## config.mk

```make
export PLATFORM = sky130hd
export DESIGN_NAME = determine_context_read_write
export DESIGN_NICKNAME = d
export VERILOG_FILES = /design/src/rtl/determine_context_read_write_pkg.sv /design/src/rtl/determine_context_read_write.sv
export SDC_FILE = /design/constraint.sdc
export NUM_CORES = 1
export LEC_CHECK = 0
export BUFFER_PORTS_ARGS = -buffer_cell sky130_fd_sc_hd__buf_2
export CORE_AREA = 3 3 40 42
export DETAILED_ROUTE_END_ITERATION = 8
export DIE_AREA = 0 0 43 45
export HOLD_SLACK_MARGIN = 0.02
export PLACE_DENSITY = 0.52
export SYNTH_ARGS = -nofsm -noshare
export SYNTH_HDL_FRONTEND = slang
export SYNTH_SLANG_ARGS = --single-unit
```

## constraint.sdc

```tcl
create_clock -name clk -period 0.85 [get_ports clk]
set_input_delay 0.0425 -clock clk [delete_from_list [all_inputs] [get_ports clk]]
set_output_delay 0.0425 -clock clk [all_outputs]
set_load 0.01 [all_outputs]
```

## src/rtl/determine_context_read_write_pkg.sv

```systemverilog
// Shared constants for the JPEG-LS context-memory access controller.
package determine_context_read_write_pkg;

  localparam int unsigned Q_LENGTH     = 9;
  localparam int unsigned CONTEXT_RW   = 2;
  localparam int unsigned NUM_CONTEXTS = 365;

endpackage : determine_context_read_write_pkg

```

## src/rtl/determine_context_read_write.sv

```systemverilog
// Decides whether context Q needs a fresh memory read or can use forwarded
// feedback from the update stage, and qualifies context-memory write enables.
module determine_context_read_write
  import determine_context_read_write_pkg::*;
#(
  parameter int unsigned Q_length   = Q_LENGTH,
  parameter int unsigned Context_rw = CONTEXT_RW
) (
  input  logic                  clk,
  input  logic                  reset,
  input  logic                  start_enc,
  input  logic                  start_enc_feedback,
  input  logic [Q_length-1:0]   Q,
  input  logic [Q_length-1:0]   Q_Feedback,
  input  logic [Context_rw-1:0] determineWrite,
  output logic                  read_Context_Memory,
  output logic [Context_rw-1:0] write_Context_Memory
);

  logic start_d1_q, start_d2_q;
  logic start_d1_d, start_d2_d;
  logic fb_valid;

  assign start_d1_d = start_enc;
  assign start_d2_d = start_d1_q;

  always_ff @(posedge clk or posedge reset) begin
    if (reset) begin
      start_d1_q <= 1'b0;
      start_d2_q <= 1'b0;
    end else begin
      start_d1_q <= start_d1_d;
      start_d2_q <= start_d2_d;
    end
  end

  // Feedback Q is only meaningful once start_enc has been high for two prior edges.
  assign fb_valid = start_enc & start_d1_q & start_d2_q;

  always_comb begin
    read_Context_Memory = 1'b0;
    if (start_enc) begin
      read_Context_Memory = ~fb_valid | (Q != Q_Feedback);
    end
  end

  always_comb begin
    write_Context_Memory = '0;
    if (start_enc_feedback) begin
      write_Context_Memory = determineWrite;
    end
  end

endmodule : determine_context_read_write

```

# Word level (Yosys, flattened, before mapping)
# Index checks and enable logic that the tools add are counted.
# op_classes
eq_ne,1
muxes,2
bitwise_logic,4
# ops
cell,count
9-bit != test,1
1-bit bitwise AND,2
2-bit two-way mux,1
1-bit two-way mux,1
1-bit inverter,1
1-bit OR,1
# totals
reg_bits,2
inputBits,24
out_inout_bits,3
wordCells,9

# Depth between registers and ports, before layout
# Gate-level depths: netlist of the first run.
# depth
word_depth,5
mapped_depth,3
depth_no_buf,3

# Worst setup path before layout of the first run
# OpenSTA, ideal clock, no wires.
# synth_path
kind,flip-flop to output port
from,register start_d1_q
to,output port read_Context_Memory
arrival_ns,0.707
required_time_ns,0.808
setup_slack_ns,0.100
path_stages_with_launch,3
path_buffers,0
cell_sequence,dfrtp_1 -> nand3_1 -> o31a_1
# synth_via
elab_chain_cells,5
# synth_rtl
element,line_no,rtl
start: declaration,determine_context_read_write.sv:20,"logic start_d1_q, start_d2_q;"
start signal: assignment,determine_context_read_write.sv:32,start_d1_q <= start_d1_d;
1-bit bitwise AND (2 in series),determine_context_read_write.sv:38,assign fb_valid = start_enc & start_d1_q & start_d2_q;
1-bit inverter,determine_context_read_write.sv:43,read_Context_Memory = ~fb_valid | (Q != Q_Feedback);
1-bit OR,determine_context_read_write.sv:43,
1-bit two-way mux,determine_context_read_write.sv:42,if (start_enc) begin
end: declaration,determine_context_read_write.sv:16,"output logic read_Context_Memory,"
# Every way passes these cells.

# Worst setup path in the final report of the first run
# Ends and elaborated chain as after synthesis.

==> impl_metrics.env, run 1 <==
export IMPL_fin_tns_setup_ns=-0.185
export IMPL_io_buffers=26
export IMPL_grt_overflow_total=0
export IMPL_status="complete, but fails checks"
export IMPL_leakagePower_nw=0.193
export IMPL_wl_um=488
export IMPL_r2r_slack_ns=0.12
export IMPL_antenna_left=0
export IMPL_cts_buffers=3
export IMPL_critical_path_cell_chain="nand3_2, o31a_1, buf_2"
export IMPL_diodes=0
export IMPL_start_kind="flop"
export IMPL_hold_violations=0
export IMPL_clk_pin_slew_ns=0.03
export IMPL_num_nets_final=77
export IMPL_cp_top_family="flip-flops"
export IMPL_fin_skew_ns=0.0000331
export IMPL_min_period_ns=1.03
export IMPL_via_count=246
export IMPL_vias_per_cell=3.73
export IMPL_cts_max_path_buffers=2
export IMPL_slew_limit_headroom_pct=88.2
export IMPL_grt_pass1_vias=217
export IMPL_cts_tree="yes"
export IMPL_synth_distinct_cells=7
export IMPL_setup_violations=1
export IMPL_worst_pin_slew_ns=0.175
export IMPL_rows=13
export IMPL_num_io_pins=27
export IMPL_seq_area_um2=50.0
export IMPL_syn_area_per_cell_um2=9.52
export IMPL_power_density_nw_per_um2=1160
export IMPL_yosys_warnings=0
export IMPL_end_kind="output port"
export IMPL_max_freq_mhz=966
export IMPL_root_buffer="clkbuf_4"
export IMPL_drv_cap=0
export IMPL_multi_input_area_um2=123
export IMPL_post_drt_wl_per_cell_um=7.39
export IMPL_fin_total_pwr_mw=0.444
export IMPL_hold_class="input pin to async pin"
export IMPL_htreeDepth=1
export IMPL_die_area_um2=1940
export IMPL_syn_cell_area_um2=171
export IMPL_grt_max_degree=3
export IMPL_failed_checks="setup timing"
export IMPL_drive_gt1_share_pct=62.7
export IMPL_start_util_pct=13.3
export IMPL_grt_pass1_wl_um=800
export IMPL_drtIter0Drc=3
export IMPL_ir_worst_vdd_mv=0.622
export IMPL_firstDrtPassIters=2
export IMPL_drc_errors=0
export IMPL_cp_max_fo=2
export IMPL_syn_nets=42
export IMPL_worst_slack_ns=-0.185
export IMPL_grt_setup_unrepaired="true"
export IMPL_fp_dieW_um=43
export IMPL_path_class="flop to output port"
export IMPL_yosysSeqAreaShare_pct=29.2
export IMPL_antenna_found_initial=0
export IMPL_cts_sinks=2
export IMPL_drv_slew=0
export IMPL_max_stage_delay_ns=0.34
export IMPL_cp_slowest_cell="dfrtp_1"
export IMPL_synth_seq_cells=2
export IMPL_die_height_um=45
export IMPL_syn2layout_area_growth_pct=123
export IMPL_worstPathArrival_ns=0.99
export IMPL_fin_crit_sh_pct=122
export IMPL_clk_latency_ns=0.22
export IMPL_place_gp_congestion=0.572
export IMPL_design_core_area_um2=1280
export IMPL_syn_inst=18
export IMPL_crit_required_ns=0.81
export IMPL_fillCellCount=152
export IMPL_path_buf_inv=1
export IMPL_grt_usage_pct=6.24
[stage by stage]
stage          hold WS (ns)  instance area, um2  instances  util, %  setup slack (ns)
6_report              0.222                 383         66     29.8            -0.185
5_1_grt               0.236                 383         66     29.8            -0.234
4_1_cts               0.220                 370         65     28.8            -0.202
3_5_place_dp         -0.105                 320         59     24.9           -0.0320
3_3_place_gp         -0.106                 320         59     24.9           -0.0446
2_1_floorplan        -0.216                 171         18        -             0.100
[Yosys cell counts]
| master | n | area [um2] |
|---|---|---|
| o31a_1 | 1 | 8.76 |
| dfrtp_1 | 2 | 50.1 |
| nand4_1 | 2 | 12.5 |
| nand3_1 | 1 | 5.00 |
| inv_1 | 1 | 3.75 |
| and2_1 | 2 | 12.5 |
| xnor2_1 | 9 | 78.8 |
[cell usage in the layout, fill, tap and decap left out]
cell type,n
buf_2,26
dlygate4sd3_1,2
o31a_1,1
buf_4,2
and2_1,2
nand3_2,1
inv_1,1
clkbuf_4,3
xnor2_1,9
dfrtp_1,2
nand4_1,2
[logic make-up (layout without fill, tap and decap cells)]
family          after synthesis  after routing  share of synthesized area (%)
xor+xnor                      9              9                           46.0
simple gates                  5              5                           17.5
flops                         2              2                           29.2
compound gates                1              1                           5.11
buf+inv                       1             34                           2.19
[worst register-to-register path: cells and delay by family, from the launching register on]
kind / cells / cell delay (ns)
buffers and inverters: 2 / 0.25
DFF: 1 / 0.37
[cell type report]
| class | instances | share of cell area, % |
|---|---|---|
| clock buffer | 3 | 5.88 |
| inverter | 1 | 0.980 |
| multi-input combinational | 15 | 32.0 |
| sequential | 2 | 13.1 |
| tap | 15 | 4.90 |
| timing repair buffer | 30 | 43.1 |
[power breakdown]
part	internal, mW	switching, mW	total, mW
Clock	0.155	0.0506	0.206
Combinational	0.0887	0.0461	0.135
Sequential	0.101	0.00242	0.103
Total	0.345	0.0991	0.444
[path summary, 6_finish.rpt]
check                                       start                      end  depth (start not counted)
worst max-delay path                   start_d1_q      read_Context_Memory                          3
worst min-delay path                        reset               start_d1_q                          3
worst max register to register         start_d1_q               start_d2_q                          2
worst min register to register         start_d1_q               start_d2_q                          2
max in group asynchronous                   reset               start_d2_q                          3
min in group clk                determineWrite[1]  write_Context_Memory[1]                          3
[layer usage]
| layer | GRT usage [%] | part of all wire [%] |
|---|---|---|
| met1 | 6.27 | 38 |
| met2 | 7.78 | 38 |
| met3 | 5.58 | 23 |
| met4 | 5.42 | 1.2 |
| met5 | 0 | 0 |
[what timing repair did]
item / in CTS / in global routing
pin swaps: 2 / 0
cloned: 0 / 0
endpoints found under the hold margin: 3 / 0
setup endpoints to repair: 1 / 1
setup buffers: 1 / 1
gates resized for setup: 0 / 1
hold buffers: 2 / 0
[registers in the layout, summed over array words and instances, names as in the netlist]
| signal | count |
|---|---|
| start_d2_q | 1 |
| start_d1_q | 1 |
Note: power is estimated with default switching activity, not from simulation.
==> run 2: changes to the inputs <==
--- a/config.mk
+++ b/config.mk
@@ -6,9 +6,9 @@
 export NUM_CORES = 1
 export LEC_CHECK = 0
 export BUFFER_PORTS_ARGS = -buffer_cell sky130_fd_sc_hd__buf_2
-export CORE_AREA = 3 3 40 42
+export CORE_AREA = 2 2 39 41
 export DETAILED_ROUTE_END_ITERATION = 8
-export DIE_AREA = 0 0 43 45
+export DIE_AREA = 0 0 41 43
 export HOLD_SLACK_MARGIN = 0.02
 export PLACE_DENSITY = 0.52
 export SYNTH_ARGS = -nofsm -noshare
==> run 2 against run 1 <==
The run still ends with setup timing left. Clock-buffer cell count is the same. Register-to-register slack about the same. Critical path depth unchanged. Wire length is 2.9% higher. Maximum frequency decreased by 0.73%.
==> impl_metrics.env, run 2 (same netlist as run 1, synthesis figures left out) <==
export IMPL_drv_cap=0
export IMPL_worst_slack_ns=-0.193
export IMPL_crit_required_ns=0.81
export IMPL_io_buffers=26
export IMPL_r2r_end="start_d2_q"
export IMPL_power_switching_mw=0.111
export IMPL_design_core_area_um2=1380
export IMPL_ir_worst_vdd_mv=0.626
export IMPL_grt_overflow_total=0
export IMPL_final_common_cell="buf_2"
export IMPL_die_area_um2=1760
export IMPL_firstDrtPassIters=1
export IMPL_grt_setup_unrepaired="true"
export IMPL_fin_crit_sh_pct=123
export IMPL_rows=14
export IMPL_fin_skew_ns=0.00504
export IMPL_crit_start="start_d1_q"
export IMPL_hold_violations=0
export IMPL_worst_pin_slew_ns=0.180
export IMPL_vias_per_cell=3.81
export IMPL_grt_pass1_wl_um=779
export IMPL_post_drt_wl_per_cell_um=7.49
export IMPL_slew_limit_headroom_pct=87.9
export IMPL_r2r_slack_ns=0.12
export IMPL_placed_cell_area_um2=322
export IMPL_path_class="flop to output port"
export IMPL_fin_area_um2=379
export IMPL_clk_latency_ns=0.23
export IMPL_cts_resized=0
export IMPL_fin_cells=67
export IMPL_max_freq_mhz=959
export IMPL_drtIter0Drc=0
export IMPL_via_count=255
export IMPL_die_height_um=43
export IMPL_drv_slew=0
export IMPL_cts_max_path_buffers=2
export IMPL_dp_cells=60
export IMPL_wl_um=502
export IMPL_power_frac_clock_pct=48.0
export IMPL_grt_max_degree=3
export IMPL_drc_errors=0
export IMPL_holdWs_ns=0.223
export IMPL_setup_violations=1
export IMPL_antenna_found_initial=0
export IMPL_end_kind="output port"
export IMPL_fin_total_pwr_mw=0.456
export IMPL_place_gp_congestion=0.570
export IMPL_min_period_ns=1.04
export IMPL_grt_pass1_vias=233
export IMPL_fp_dieW_um=41
export IMPL_cts_sinks=2
export IMPL_reg_top3="start_d1_q: 1 flops, start_d2_q: 1 flops"
export IMPL_diodes=0
export IMPL_start_kind="flop"
export IMPL_num_nets_final=77
export IMPL_leakagePower_nw=0.192
export IMPL_cts_buffers=3
export IMPL_p_comb_share_pct=29.6
export IMPL_layout_common_cells="buf_2 (26), xnor2_1 (9), clkbuf_4 (3)"
export IMPL_start_util_pct=12.4
export IMPL_num_io_pins=27
export IMPL_internal_power_mw=0.345
export IMPL_htreeDepth=1
export IMPL_root_buffer="clkbuf_4"
export IMPL_pwr_share_seq_pct=22.5
export IMPL_rr_startpoint="start_d1_q"
export IMPL_worst_r2r_cell_count=2
export IMPL_cp_max_fo=2
export IMPL_syn2layout_area_growth_pct=121
export IMPL_antenna_left=0
export IMPL_fillCellCount=155
export IMPL_cts_tree="yes"
export IMPL_switching_share_pct=24.3
export IMPL_failed_checks="setup timing"
export IMPL_worstPathArrival_ns=1.00
export IMPL_drive_gt1_share_pct=60.8
export IMPL_clk_pin_slew_ns=0.03
export IMPL_power_density_nw_per_um2=1200
export IMPL_grt_usage_pct=7.03
export IMPL_hold_class="input pin to async pin"
export IMPL_status="complete, but fails checks"
==> run 2: metrics by stage <==
step | TNS, ns | util [%] | setup WS [ns]
finish | -0.193 | 27.4 | -0.193
detailed placement | -0.0407 | 23.2 | -0.0407
global route | -0.247 | 27.4 | -0.247
global placement | -0.0491 | 23.2 | -0.0491
floorplan | 0 | - | 0.100
CTS | -0.190 | 26.9 | -0.190
==> run 2: how the worst max path moves through the flow <==
stage / cells after the start / endpoint / slack, ns
after floorplan: 2 / read_Context_Memory / 0.10
after global placement: 5 / read_Context_Memory / -0.05
after detailed placement: 5 / read_Context_Memory / -0.04
after CTS: 3 / read_Context_Memory / -0.19
after global routing: 3 / read_Context_Memory / -0.25
final: 3 / read_Context_Memory / -0.19
==> run 2: layout make-up <==
class                   instances  area [um2]  area share, %
inverters                       1        3.75          0.990
clock buffers                   3        22.5           5.94
flip-flops and latches          2        50.0           13.2
well taps                      16        20.0           5.28
multi-input cells              15         118           31.0
repair buffers                 30         165           43.6
==> run 2: metal layers <==
layer / part of all wire, % / wire (um) / global-route usage (%)
met3: 15 / 76 / 1.57
met2: 48 / 239 / 10.6
met1: 37 / 186 / 6.75
met4: 0 / 0 / 8.00
met5: 0 / 0 / 0
==> run 2: power groups by stage <==
stage	Combinational (mW)	Sequential (mW)	Clock, mW
finish	0.135	0.102	0.219
global route	0.151	0.103	0.247
CTS	0.134	0.102	0.225
detailed placement	0.122	0.104	0
global placement	0.121	0.103	0
floorplan	0.0533	0.103	0
==> run 2: worst max-delay path: stages (launching register included) <==
cell,delay (ns)
dfrtp_1,0.33
nand3_1,0.06
o31a_1,0.24
buf_2,0.14
==> run 2: what timing repair did <==
action                     in CTS  in global routing
hold buffers                    2                  0
setup endpoints to repair       1                  1
pin swaps                       2                  0
hold endpoints to repair        3                  0
setup buffers                   1                  1
